File: src/rtl/fetch_pkg.sv
// Shared types and constants for the instruction fetch stage.
// The IF/ID bundle and the sequential-PC helper are used by the top and by pc_register.
package fetch_pkg;

    localparam logic [31:0] NOP_INSTR    = 32'h0000_0000;
    localparam logic [31:0] PC_INCREMENT = 32'd4;

    typedef struct packed {
        logic [31:0] instruction;
        logic [31:0] pcPlus4;
        logic        valid;
    } ifid_t;

    // A flushed or bubbled IF/ID slot carries a NOP and no valid bit.
    localparam ifid_t IFID_BUBBLE = '{NOP_INSTR, 32'd0, 1'b0};

    function automatic logic [31:0] next_seq_pc(input logic [31:0] pc);
        return pc + PC_INCREMENT;
    endfunction

endpackage

File: src/rtl/instruction_fetch_unit_if.sv
// Control and data bus between the fetch stage, the decode stage, the hazard unit and
// instruction memory. The fetch unit uses the master modport.
interface instruction_fetch_unit_if;
    logic        stall;
    logic        branchTaken;
    logic [31:0] branchTarget;
    logic        jump;
    logic [25:0] jumpIndex;
    logic [31:0] instruction;
    logic [31:0] readAddress;
    logic [31:0] ifidInstruction;
    logic [31:0] ifidPcPlus4;
    logic        ifidValid;
    logic        halted;
    logic [31:0] fetchCount;

    modport master (
        input  stall, branchTaken, branchTarget, jump, jumpIndex, instruction,
        output readAddress, ifidInstruction, ifidPcPlus4, ifidValid, halted, fetchCount
    );

    modport slave (
        output stall, branchTaken, branchTarget, jump, jumpIndex, instruction,
        input  readAddress, ifidInstruction, ifidPcPlus4, ifidValid, halted, fetchCount
    );
endinterface

File: src/rtl/instruction_fetch_unit_pc_register.sv
// Program counter flop: load takes priority over hold, otherwise it advances one word.
// Arithmetic is mod 2^32, so the last word address wraps to zero.
module pc_register
    import fetch_pkg::*;
#(
    parameter logic [31:0] RESET_PC = 32'd0
) (
    input  logic        clock,
    input  logic        reset,
    input  logic        load,
    input  logic        hold,
    input  logic [31:0] load_value,
    output logic [31:0] pc
);

    logic [31:0] pc_r;

    // PC state: redirect load, hold, or sequential advance.
    always_ff @(posedge clock or posedge reset) begin
        if (reset) begin
            pc_r <= RESET_PC;
        end else if (load) begin
            pc_r <= load_value;
        end else if (hold) begin
            pc_r <= pc_r;
        end else begin
            pc_r <= next_seq_pc(pc_r);
        end
    end

    assign pc = pc_r;

endmodule

File: src/rtl/instruction_fetch_unit.sv
// Fetch stage: drives the instruction memory address from the PC, captures the returned
// word into the IF/ID register and handles stall, jump/branch redirect and end of program.
module instruction_fetch_unit
    import fetch_pkg::*;
#(
    parameter logic [31:0] RESET_PC   = 32'd0,
    parameter int unsigned IMEM_DEPTH = 6
) (
    input  logic                      clock,
    input  logic                      reset,
    instruction_fetch_unit_if.master  bus
);

    logic [31:0] pc_s;
    logic        out_of_range_s;
    logic        redirect_s;
    logic [31:0] redirect_pc_s;
    logic        pc_hold_s;
    ifid_t       ifid_r;
    ifid_t       ifid_next_s;
    logic [31:0] fetch_count_r;
    logic [31:0] fetch_count_next_s;

    assign out_of_range_s = (pc_s >> 2) >= 32'(IMEM_DEPTH);
    // Stalls never block a redirect: the redirecting instruction already sits in ID.
    assign pc_hold_s      = bus.stall | out_of_range_s;

    // Redirect target select; jump outranks a simultaneous branch.
    always_comb begin
        redirect_s    = 1'b0;
        redirect_pc_s = pc_s;
        if (bus.jump) begin
            redirect_s    = 1'b1;
            redirect_pc_s = {ifid_r.pcPlus4[31:28], bus.jumpIndex, 2'b00};
        end else if (bus.branchTaken) begin
            redirect_s    = 1'b1;
            redirect_pc_s = bus.branchTarget & 32'hFFFF_FFFC;
        end else begin
            redirect_s    = 1'b0;
        end
    end

    pc_register #(
        .RESET_PC (RESET_PC)
    ) u_pc_register (
        .clock      (clock),
        .reset      (reset),
        .load       (redirect_s),
        .hold       (pc_hold_s),
        .load_value (redirect_pc_s),
        .pc         (pc_s)
    );

    // IF/ID and fetch counter next state, same priority as the PC.
    always_comb begin
        ifid_next_s        = ifid_r;
        fetch_count_next_s = fetch_count_r;
        if (redirect_s) begin
            ifid_next_s = IFID_BUBBLE;
        end else if (bus.stall) begin
            ifid_next_s = ifid_r;
        end else if (out_of_range_s) begin
            ifid_next_s = IFID_BUBBLE;
        end else begin
            ifid_next_s.instruction = bus.instruction;
            ifid_next_s.pcPlus4     = next_seq_pc(pc_s);
            ifid_next_s.valid       = 1'b1;
            fetch_count_next_s      = fetch_count_r + 32'd1;
        end
    end

    // IF/ID pipeline register and delivered-instruction counter.
    always_ff @(posedge clock or posedge reset) begin
        if (reset) begin
            ifid_r        <= IFID_BUBBLE;
            fetch_count_r <= 32'd0;
        end else begin
            ifid_r        <= ifid_next_s;
            fetch_count_r <= fetch_count_next_s;
        end
    end

    assign bus.readAddress     = pc_s;
    assign bus.ifidInstruction = ifid_r.instruction;
    assign bus.ifidPcPlus4     = ifid_r.pcPlus4;
    assign bus.ifidValid       = ifid_r.valid;
    assign bus.fetchCount      = fetch_count_r;
    assign bus.halted          = out_of_range_s & ~ifid_r.valid;

endmodule

File: src/flat_wrapper.sv
// flat-port wrapper written by rule: the top's interface ports become plain ports
module instruction_fetch_unit_flat import fetch_pkg::*;
#(
    parameter logic [31:0] RESET_PC   = 32'd0,
    parameter int unsigned IMEM_DEPTH = 6
)
  (clock, reset, bus_stall, bus_branchTaken, bus_branchTarget, bus_jump, bus_jumpIndex, bus_instruction, bus_readAddress, bus_ifidInstruction, bus_ifidPcPlus4, bus_ifidValid, bus_halted, bus_fetchCount);
  instruction_fetch_unit_if bus_i ();
  input  logic clock;
  input  logic reset;
  input wire logic [$bits(bus_i.stall)-1:0] bus_stall;
  input wire logic [$bits(bus_i.branchTaken)-1:0] bus_branchTaken;
  input wire logic [$bits(bus_i.branchTarget)-1:0] bus_branchTarget;
  input wire logic [$bits(bus_i.jump)-1:0] bus_jump;
  input wire logic [$bits(bus_i.jumpIndex)-1:0] bus_jumpIndex;
  input wire logic [$bits(bus_i.instruction)-1:0] bus_instruction;
  output wire logic [$bits(bus_i.readAddress)-1:0] bus_readAddress;
  output wire logic [$bits(bus_i.ifidInstruction)-1:0] bus_ifidInstruction;
  output wire logic [$bits(bus_i.ifidPcPlus4)-1:0] bus_ifidPcPlus4;
  output wire logic [$bits(bus_i.ifidValid)-1:0] bus_ifidValid;
  output wire logic [$bits(bus_i.halted)-1:0] bus_halted;
  output wire logic [$bits(bus_i.fetchCount)-1:0] bus_fetchCount;
  assign bus_i.stall = bus_stall;
  assign bus_i.branchTaken = bus_branchTaken;
  assign bus_i.branchTarget = bus_branchTarget;
  assign bus_i.jump = bus_jump;
  assign bus_i.jumpIndex = bus_jumpIndex;
  assign bus_i.instruction = bus_instruction;
  assign bus_readAddress = bus_i.readAddress;
  assign bus_ifidInstruction = bus_i.ifidInstruction;
  assign bus_ifidPcPlus4 = bus_i.ifidPcPlus4;
  assign bus_ifidValid = bus_i.ifidValid;
  assign bus_halted = bus_i.halted;
  assign bus_fetchCount = bus_i.fetchCount;
  instruction_fetch_unit #(.RESET_PC(RESET_PC), .IMEM_DEPTH(IMEM_DEPTH)) u_core (.clock(clock), .reset(reset), .bus(bus_i));
endmodule
File: config.mk
export PLATFORM = sky130hd
export DESIGN_NAME = instruction_fetch_unit_flat
export DESIGN_NICKNAME = d
export VERILOG_FILES = /design/src/rtl/fetch_pkg.sv /design/src/rtl/instruction_fetch_unit_if.sv /design/src/rtl/instruction_fetch_unit_pc_register.sv /design/src/rtl/instruction_fetch_unit.sv /design/src/flat_wrapper.sv
export SDC_FILE = /design/constraint.sdc
export NUM_CORES = 1
export LEC_CHECK = 0
export CORE_ASPECT_RATIO = 1.25
export CORE_MARGIN = 10
export CORE_UTILIZATION = 27
export CTS_CLUSTER_DIAMETER = 80
export DETAILED_ROUTE_END_ITERATION = 10
export HOLD_SLACK_MARGIN = 0.1
export PLACE_DENSITY = 0.62
export REMOVE_ABC_BUFFERS = 1
export SYNTH_ARGS = -nofsm -noshare
export SYNTH_HDL_FRONTEND = slang
export SYNTH_SLANG_ARGS = --single-unit
File: constraint.sdc
create_clock -name clock -period 3.48 [get_ports clock]
set_input_delay 0.348 -clock clock [delete_from_list [all_inputs] [get_ports clock]]
set_output_delay 0.348 -clock clock [all_outputs]
set_load 0.02 [all_outputs]
Yosys cells after proc, flatten, opt, wreduce, memory -nomap -nowiden
Cells that the tools add are included.

cells by class
  order comparisons = 1
  equal/unequal tests = 3
  bitwise operators = 6
  reduce and logical (&&, ||, !) cells = 2
  add/subtract/negate cells = 2
  multiplexer cells = 9

operators with widths
  cell                   count
  $mux 65                3
  $mux 32                4
  $add 32x1->32 const B  1
  $add 32x3->32 const B  1
  $ge 30x3->1 const B    1
  $ne 2x1->1 const B     2
  $not 1->1              4
  $ne 3x3->1 const B     1
  $reduce_and 3->1       1
  $mux 1                 2
  $reduce_and 2->1       1
  $and 1x1->1            1
  $or 1x1->1             1

storage, ports and cells
  output and inout port bits = 130
  register bits after elaboration = 129
  word-level logic and storage cells = 28

Depth between registers and ports, before layout
Gate-level depths: netlist (run 1).

  depth in word-level cells = 4
  gate-level depth with buffers = 9
  mapped depth without buffers = 7

Cells and area by module
From an unflattened synthesis (run 1), not the netlist that was laid out.

second synthesis, totals
  cells, all modules = 602
  area total of the unflattened synthesis = 6,246.0 um^2

modules (own cells, without submodules)
  module                  cells an instance  instances  area each (um^2)
  instruction_fetch_unit  402                1          4,394.2
  pc_register             200                1          1,851.8

Worst setup path before layout (run 1)
OpenSTA, ideal clock, no wires.

  path type = reg2reg
  start point = register u_core.u_pc_register.pc_r[2] (netlist: u_core.u_pc_register.pc[2])
  end point = register u_core.u_pc_register.pc_r[4] (netlist: u_core.u_pc_register.pc[4])
  cell stages (with the launch flop) = 7
  path slack = 1,259 ps
  data arrival time = 2,093 ps
  period minus slack after synthesis = 2,221 ps
  buffers on the path = 0
  path through = dfrtp_1 inv_1 ha_1 o21a_1 or4_1 o31a_1 mux2_1

between the ends
  word-level cells in the longest chain between the ends = 4
  elaborated cells between the ends (all ways) = 7

RTL lines
  element                     RTL line                                  text
  from (decl)                 instruction_fetch_unit_pc_register.sv:16  logic [31:0] pc_r;
  from (signal assigned)      instruction_fetch_unit_pc_register.sv:23  pc_r <= load_value;
  from (signal assigned)      instruction_fetch_unit_pc_register.sv:25  pc_r <= pc_r;
  from (signal assigned)      instruction_fetch_unit_pc_register.sv:27  pc_r <= next_seq_pc(pc_r);
  $ge 30x3->1                 instruction_fetch_unit.sv:24              assign out_of_range_s = (pc_s >> 2) >= 32'(IMEM_DEPTH);
  $or 1x1->1                  instruction_fetch_unit.sv:26              assign pc_hold_s = bus.stall | out_of_range_s;
  $ne 2x1->1 (no line)        n/a
  $reduce_and 2->1 (no line)  n/a

Parallel ways exist; a longest one is shown, timed or not. The select of a mux whose other input is x is not followed.
A chain may end at the register's enable or synchronous reset.

Worst setup path in the final report (run 1)
  start point = register u_core.u_pc_register.pc_r[2] (netlist: u_core.u_pc_register.pc[2])
  end point = output bus_halted

between the ends
  word-level cells in the longest chain between the ends = 2

RTL lines
  element      RTL line                      text
  $ge 30x3->1  instruction_fetch_unit.sv:24
  $and 1x1->1  instruction_fetch_unit.sv:88  assign bus.halted = out_of_range_s & ~ifid_r.valid;
  to (decl)    flat_wrapper.sv:21            output wire logic [$bits(bus_i.halted)-1:0] bus_halted;

No other way between the ends.

==> results.ini, run 1 <==
[placement]
dpl_cell_area_um2 = 7657
hpwlAfterDp_um = 13150
place_congestion = 0.8047
port_buffers = 220

[clocking]
cts_resized = 0
insertion_delay_ps = 410
tritoncts = done
clock_sinks = 126
cts_root_buf = clkbuf_16
clockBufferDepth = 2
cts_hold_buffers = 0
clk_pin_slew_worst_paths_ps = 50
htree_num_levels = 4
cts_inserted_buffers = 17
post-cts-setup-buffer-count = 0

[route]
wirelength_um = 17250
drtAntennaViolNets = 0
post_drt_wl_per_cell_um = 18.88
vias = 4304
drt_iter0_markers = 178
vias_per_cell = 4.709
drc_errors = 0
dr.pass1.iters = 4

[die]
boundaryPins = 225
floorplan.initialDensity = 0.2762
die_area_um2 = 25350
core_um2 = 18920
die_x_um = 144.4
rows = 56
die_h_um = 175.5

[synth]
synth-seq-area-share = 0.6034
syn_avg_cell_area_um2 = 11.64
synthCells = 449
yosys_warnings = 0
synth_edf_count = 0
synth_cell_types = 38
async_flop_share = 1.000
synth_ff_type = dfrtp_1
netlist_area_um2 = 5225
ys_seq_elements = 126

[worst_setup_path]
path_class = register to output pin
reg2reg_depth = 8
critPathLaunchType = register
required_ps = 3130
worstPathArrival_ps = 2560
critPathMaxFanout = 6
end_kind = output pin

[global_route]
overflow = 0
grt_use_total = 0.1362
grt_pass1_wl_um = 26780
antenna_found_initial = 1
grt_pass1_vias = 4556
grt_max_degree = 64

[outcome]
status = finished clean

[min_path]
hold_path.class = input port to register
holdPathStages = 3

[layout]
drive_above_1_share = 0.07048
fin_area_um2 = 8325
mostFrequentLayoutCells = clkdlybuf4s50_1 (218), dfrtp_1 (126), nand2_1 (45)
mostFrequentLayoutCell = clkdlybuf4s50_1
syn_to_final_growth_pct = 59.34
fin_nets = 768
ff_latch_area_um2 = 3153
multiInputGateArea_um2 = 1909
nFillCells = 1755

[timing]
hold_violations = 0
rsz0062_at_grt = false
period_share = 0.8358
worstMarginPinSlew_ps = 749.5
final_period_minus_worst_setup_slack_ps = 2909
max_freq_ghz = 0.3438
relSlewSlack = 0.5003
finalSetupTns_ps = 0
slew_violations = 0
skew_ps = 6.967
setup_violations = 0

[pwr]
p_leak_nw = 3.797
netSwitchingFraction = 0.2091
p_seq_frac = 0.395
cell_internal_pwr_mw = 3.069
power_frac_comb = 0.094
power_density_nw_per_um2 = 466.1
ir_drop_uv = 294.7
switching_power_uw = 811.3
total_power_mw = 3.880
pwr-share-clk = 0.511

[flow_run]
drv_cap = 0

-- layout make-up --
cell class	count	area share
Clock buffer	25	0.06192
Clock inverter	5	0.01803
Inverter	10	0.004809
Antenna cell	1	0.0003006
Timing Repair Buffer	228	0.2720
Multi-Input combinational cell	287	0.2293
Tap cell	232	0.03487
Sequential cell	126	0.3787
-- power by group through the flow --
stage | logic [mW] | registers, mW | clock network [mW]
detailed placement | 0.372 | 1.56 | 0
finish | 0.365 | 1.53 | 1.98
global route | 0.397 | 1.54 | 2.12
global placement | 0.367 | 1.56 | 0
CTS | 0.373 | 1.53 | 2.04
floorplan | 0.0938 | 1.59 | 0
-- cell families after synthesis --
group / synth area share
AO/OA/AOI/OAI: 0.1001
buffers and inverters: 0.03257
other: 0.0007177
multiplexers: 0.05388
XOR/XNOR: 0.05364
flip-flops: 0.6034
AND/OR/NAND/NOR: 0.1485
adder cells (fa/ha/maj): 0.007185
-- metal layers --
| layer | global-route usage | routed length [um] |
|---|---|---|
| met1 | 0.1498 | 6643 |
| met2 | 0.2234 | 8589 |
| met3 | 0.05641 | 1510 |
| met4 | 0.06160 | 510 |
| met5 | 0 | 0 |
-- worst paths after layout --
| kind | from | end | slack [ps] |
|---|---|---|---|
| setup / recovery | u_core.u_pc_register.pc[2] | bus_halted | 570 |
| hold / removal | bus_branchTaken | u_core.bus.ifidPcPlus4[3] | 290 |
| setup reg to reg | u_core.u_pc_register.pc[2] | u_core.bus.fetchCount[4] | 830 |
| hold reg to reg | u_core.bus.fetchCount[31] | u_core.bus.fetchCount[31] | 470 |
| max in group asynchronous | reset | u_core.bus.ifidInstruction[20] | 2230 |
| min in group asynchronous | reset | u_core.bus.ifidPcPlus4[21] | 410 |
-- cells in the mapped netlist (2+ instances only) --
master / count / area (um2)
a21oi_1: 2 / 10.01
a22o_1: 33 / 289.0
a22oi_1: 4 / 30.03
and3_1: 35 / 219.0
and4_1: 3 / 26.28
buf_1: 2 / 7.510
buf_4: 8 / 60.06
clkbuf_1: 16 / 60.06
dfrtp_1: 126 / 3153
ha_1: 3 / 37.54
inv_1: 10 / 37.54
mux2i_1: 27 / 270.3
nand2_1: 45 / 168.9
nand2b_1: 2 / 12.51
nand3_1: 16 / 80.08
nand4_1: 8 / 50.05
nor2_1: 17 / 63.81
nor3_1: 4 / 20.02
nor4_1: 4 / 25.02
nor4_2: 2 / 25.02
o21ai_0: 31 / 155.2
or2_2: 2 / 12.51
or4_1: 4 / 30.03
xnor2_1: 20 / 175.2
xor2_1: 12 / 105.1
-- state kept, by name, indices dropped and copies added (netlist names) --
name / flops
u_core.bus.fetchCount: 32
u_core.bus.ifidInstruction: 32
u_core.bus.ifidPcPlus4: 31
u_core.u_pc_register.pc: 30
u_core.bus.ifidValid: 1
-- stage by stage --
stage / utilization / worst slack [ps] / cells / hold slack [ps]
3_3_place_gp: 0.4048 / 851.4 / 883 / 459.8
5_1_grt: 0.4401 / 414.4 / 914 / 291.6
6_report: 0.4401 / 571.4 / 914 / 294.2
4_1_cts: 0.4399 / 526.5 / 913 / 271.5
3_5_place_dp: 0.4048 / 805.8 / 883 / 459.2
2_1_floorplan: - / -223.9 / 423 / 456.9
-- critical path: stages, from the launching register on --
cell and delay (ps):
dfrtp_1 430, inv_1 80, ha_1 200, o21a_1 190, nor4_2 520, a21oi_1 130
clkdlybuf4s50_1 610
No activity file was read; power rests on OpenSTA's default activity.
==> inputs of run 2 (changes only) <==
--- a/config.mk
+++ b/config.mk
@@ -11,7 +11,7 @@
 export CTS_CLUSTER_DIAMETER = 80
 export DETAILED_ROUTE_END_ITERATION = 10
 export HOLD_SLACK_MARGIN = 0.1
-export PLACE_DENSITY = 0.62
+export PLACE_DENSITY = 0.6
 export REMOVE_ABC_BUFFERS = 1
 export SYNTH_ARGS = -nofsm -noshare
 export SYNTH_HDL_FRONTEND = slang
==> constraint.sdc (replaced) <==
create_clock -name clock -period 2.92 [get_ports clock]
set_input_delay 0.292 -clock clock [delete_from_list [all_inputs] [get_ports clock]]
set_output_delay 0.292 -clock clock [all_outputs]
set_load 0.02 [all_outputs]
==> run 2 against run 1 <==
  * Cell count is 0.22% higher
  * Clock-buffer cell count shrank 2
  * Clock skew up 1.1 ps
  * Via count is 0.58% lower
  * Design area fell by 0.12%
  * First-iteration DRC count grew 25%
  * Worst setup slack lost 380 ps
  * Sequential power grew 20%
  * Critical path type unchanged
  * Largest power group unchanged
  * Highest routed layer unchanged
==> results.ini, run 2 (synthesis results as in run 1) <==
[outcome]
status = finished clean

[die]
die_x_um = 144.4
boundaryPins = 225
die_area_um2 = 25350
core_um2 = 18920
rows = 56
die_h_um = 175.5
floorplan.initialDensity = 0.2762

[clocking]
cts_inserted_buffers = 17
clk_pin_slew_worst_paths_ps = 50
cts_root_buf = clkbuf_16
post-cts-setup-buffer-count = 0
insertion_delay_ps = 410
clock_sinks = 126
cts_resized = 0
clockBufferDepth = 2
htree_num_levels = 4
tritoncts = done
cts_hold_buffers = 0

[route]
drt_iter0_markers = 222
dr_wl_met2_um = 8960
drc_errors = 0
vias_per_cell = 4.671
dr.pass1.iters = 4
dr_wl_met3_um = 1531
wirelength_um = 17330
drt-met1-wl_um = 6548
post_drt_wl_per_cell_um = 18.92
top_layer_used = met4
drtAntennaViolNets = 0
vias = 4279

[global_route]
grt_pass1_wl_um = 27230
grt_max_degree = 76
grt_use_total = 0.1372
antenna_found_initial = 0
overflow = 0
grt_pass1_vias = 4675

[worst_setup_path]
slowest_stage = clkdlybuf4s50_1
max_stage_delay_ps = 550
critPathMaxFanout = 6
worst-path-buf-inv = 3
cpLargestDelayFamily = buffers and inverters
critPathLaunchType = register
r2r_slack_ps = 620
crit_chain = inv_1 -> ha_1 -> o21a_1 -> nor4_2 -> buf_4 -> a21oi_1 -> clkdlybuf4s50_1
rr_endpoint = u_core.bus.fetchCount[3]
path_class = register to output pin
end_kind = output pin
worstPathArrival_ps = 2440
required_ps = 2630
reg2reg_depth = 7
regToRegStartpoint = u_core.u_pc_register.pc[2]

[layout]
mostFrequentLayoutCell = clkdlybuf4s50_1
fin_util = 0.4396
fin_area_um2 = 8315
nFillCells = 1779
drive_above_1_share = 0.07018
syn_to_final_growth_pct = 59.15
num_antenna_cells = 0
mostFrequentLayoutCells = clkdlybuf4s50_1 (218), dfrtp_1 (126), nand2_1 (45)
fin_nets = 769
final_cells = 916

[min_path]
min-delay-start = bus_jump
holdPathStages = 3
hold_path.class = input port to register
holdPathEnd = u_core.bus.ifidPcPlus4[4]

[placement]
dpl_cell_area_um2 = 7689
place_congestion = 0.7573
hpwlAfterDp_um = 12920
port_buffers = 220
dp_cells = 884

[timing]
slew_violations = 0
setup_violations = 0
period_share = 0.9351
hold_violations = 0
relSlewSlack = 0.6591
max_freq_ghz = 0.3662
skew_ps = 8.108
final_period_minus_worst_setup_slack_ps = 2731
rsz0062_at_grt = false
worstMarginPinSlew_ps = 511.4

[pwr]
power_density_nw_per_um2 = 543.2
p_leak_nw = 3.787
ir_drop_uv = 337.0
total_power_mw = 4.517

[flow_run]
drv_cap = 0

run 2: changes by cell type in the layout (fill, tap and decap cells not counted), moves of 2 or more:
cell / previous run / this run
buf_12: 1 / 3
clkinv_4: 0 / 3
clkbuf_8: 6 / 2
clkbuf_1: 2 / 4
run 2: per-layer routing:
layer | global-route usage | vias to the layer above
met5 | 0 | -
li1 | - | 2028
met2 | 0.2343 | 146
met1 | 0.1492 | 2086
met3 | 0.05452 | 19
met4 | 0.04979 | 0
run 2: power by group:
part / switching, mW / internal [mW] / total (mW)
registers: 0.0397 / 1.79 / 1.83
logic: 0.209 / 0.229 / 0.438
clock network: 0.776 / 1.48 / 2.25
total: 1.03 / 3.49 / 4.52
run 2: through the flow:
stage | hold WS [ps] | worst slack, ps | setup TNS, ps
final | 202.3 | 189.5 | 0
after global placement | 460.4 | 615.6 | 0
after detailed placement | 469.0 | 591.7 | 0
after floorplan | 400.9 | -727.9 | -91720
after global routing | 210.9 | 46.83 | 0
after CTS | 191.6 | 144.9 | 0
run 2: worst max path at each step:
stage | from | to | slack, ps | cells past startpoint
5_1_grt | u_core.u_pc_register.pc[2] | bus_halted | 50 | 7
3_3_place_gp | u_core.u_pc_register.pc[2] | bus_halted | 620 | 7
3_5_place_dp | u_core.u_pc_register.pc[2] | u_core.bus.fetchCount[3] | 590 | 7
4_1_cts | u_core.u_pc_register.pc[2] | bus_halted | 140 | 7
6_report | u_core.u_pc_register.pc[2] | bus_halted | 190 | 7
2_1_floorplan | reset | u_core.bus.fetchCount[0] | -730 | 1
run 2: worst register-to-register path: cells and delay by family (launching register included):
| family | cells | cell delay (ps) |
|---|---|---|
| xor gates and xnor gates | 1 | 140 |
| AOI/OAI and AO/OA | 1 | 190 |
| and+or+nand+nor | 3 | 1120 |
| buffers and inverters | 1 | 80 |
| DFF | 1 | 450 |
| adders and majority gates | 1 | 200 |
run 2: layout make-up:
class	instances	area [um2]	share of cell area
well taps	232	290.3	0.03491
multi-input cells	287	1908	0.2295
repair buffers	229	2297	0.2763
flip-flops and latches	126	3153	0.3792
inverters	10	40.04	0.004815
clock buffers	23	467.9	0.05627
clock inverters	9	158.9	0.01911
==> inputs of run 3 (changes only) <==
--- a/config.mk
+++ b/config.mk
@@ -11,6 +11,7 @@
 export CTS_CLUSTER_DIAMETER = 80
 export DETAILED_ROUTE_END_ITERATION = 10
 export HOLD_SLACK_MARGIN = 0.1
+export MAX_ROUTING_LAYER = met4
 export PLACE_DENSITY = 0.6
 export REMOVE_ABC_BUFFERS = 1
 export SYNTH_ARGS = -nofsm -noshare
==> run 3 against run 2 <==
  * Clock power hardly changed
  * Routed wire length up 0.10%
  * Die area stayed put
  * Non-clock buffer count did not move
  * Sequential share of layout area is the same
  * Worst setup slack better by 1.3 ps
==> results.ini, run 3 (synthesis results as in run 1) <==
[clocking]
tritoncts = done
clockBufferDepth = 2
clk_pin_slew_worst_paths_ps = 50
htree_num_levels = 4
cts_resized = 0
cts_root_buf = clkbuf_16
post-cts-setup-buffer-count = 0
cts_hold_buffers = 0
cts_inserted_buffers = 17
insertion_delay_ps = 410
clock_sinks = 126

[route]
wirelength_um = 17350
vias_per_cell = 4.667
drc_errors = 0
vias = 4275
post_drt_wl_per_cell_um = 18.94
drtAntennaViolNets = 0
drt_iter0_markers = 231
dr.pass1.iters = 4

[worst_setup_path]
required_ps = 2630
critPathLaunchType = register
critPathMaxFanout = 6
regToRegStartpoint = u_core.u_pc_register.pc[2]
end_kind = output pin
worstPathArrival_ps = 2440
path_class = register to output pin
startpoint = u_core.u_pc_register.pc[2]

[global_route]
grt_use_total = 0.1411
grt_max_degree = 76
antenna_found_initial = 0
grt_pass1_wl_um = 27180
overflow = 0
grt_pass1_vias = 4684

[min_path]
min-delay-start = bus_jump
hold_path.class = input port to register

[placement]
hpwlAfterDp_um = 12920
place_congestion = 0.7671
port_buffers = 220

[die]
die_h_um = 175.5
rows = 56
floorplan.initialDensity = 0.2762
boundaryPins = 225
die_area_um2 = 25350
core_um2 = 18920
die_x_um = 144.4

[layout]
num_antenna_cells = 0
syn_to_final_growth_pct = 59.15
multiInputGateArea_um2 = 1908
nFillCells = 1779
fin_nets = 769
mostFrequentLayoutCell = clkdlybuf4s50_1
drive_above_1_share = 0.07018
ff_latch_area_um2 = 3153
mostFrequentLayoutCells = clkdlybuf4s50_1 (218), dfrtp_1 (126), nand2_1 (45)
fin_util = 0.4396

[pwr]
power_frac_comb = 0.097
netSwitchingFraction = 0.2271
p_leak_nw = 3.787
cell_internal_pwr_mw = 3.492
power_density_nw_per_um2 = 543.4
pwr-share-clk = 0.499
ir_drop_uv = 333.8
p_seq_frac = 0.404
switching_power_mw = 1.026

[timing]
skew_ps = 7.509
max_freq_ghz = 0.3664
relSlewSlack = 0.6534
final_period_minus_worst_setup_slack_ps = 2729
whs_ps = 203.7
rsz0062_at_grt = false
worstMarginPinSlew_ps = 520.0
hold_violations = 0
setup_violations = 0
slew_violations = 0
period_share = 0.9347

[outcome]
status = finished clean

[flow_run]
drv_cap = 0

run 3: cell counts in the layout (fill, tap and decap cells not counted):
No cell type changed its count.
run 3: worst paths after layout:
check                                                       to  slack, ps  cells past startpoint
worst max-delay path                                bus_halted        190                      7
worst min-delay path                 u_core.bus.ifidPcPlus4[4]        200                      3
worst max register to register        u_core.bus.fetchCount[3]        620                      7
worst min register to register       u_core.bus.fetchCount[31]        480                      1
max in group asynchronous            u_core.bus.fetchCount[30]       2210                      3
min in group asynchronous       u_core.bus.ifidInstruction[13]        300                      3
run 3: final cells by class:
cell class / count / area share
Inverter: 10 / 0.004815
Clock buffer: 23 / 0.05627
Multi-Input combinational cell: 287 / 0.2295
Timing Repair Buffer: 229 / 0.2763
Sequential cell: 126 / 0.3792
Tap cell: 232 / 0.03491
Clock inverter: 9 / 0.01911
run 3: metal layers:
| metal | vias to the layer above | share of wire | global-route usage |
|---|---|---|---|
| met3 | 19 | 0.084 | 0.05263 |
| li1 | 2026 | - | - |
| met2 | 147 | 0.51 | 0.2349 |
| met5 | - | 0 | - |
| met1 | 2083 | 0.39 | 0.1500 |
| met4 | 0 | 0.016 | 0.04979 |
run 3: stage by stage:
stage	area (um2)	setup WS [ps]	power [mW]	cells	TNS, ps
floorplan	5096	-727.9	2.007	423	-91720
global placement	7689	615.6	2.296	884	0
detailed placement	7689	591.7	2.304	884	0
CTS	8315	144.9	4.594	916	0
global route	8315	46.83	4.698	916	0
finish	8315	190.8	4.519	916	0
run 3: worst max-delay path, cell delays in order, from the launching register on:
cell and delay, ps:
dfrtp_1 450, inv_1 80, ha_1 200, o21a_1 190
nor4_2 270, buf_4 190, a21oi_1 90, clkdlybuf4s50_1 550
run 3: power groups by stage:
stage | clock (mW) | sequential, mW | combinational (mW)
finish | 2.25 | 1.83 | 0.439
global route | 2.39 | 1.83 | 0.479
CTS | 2.32 | 1.83 | 0.449
detailed placement | 0 | 1.86 | 0.447
global placement | 0 | 1.85 | 0.443
floorplan | 0 | 1.90 | 0.112
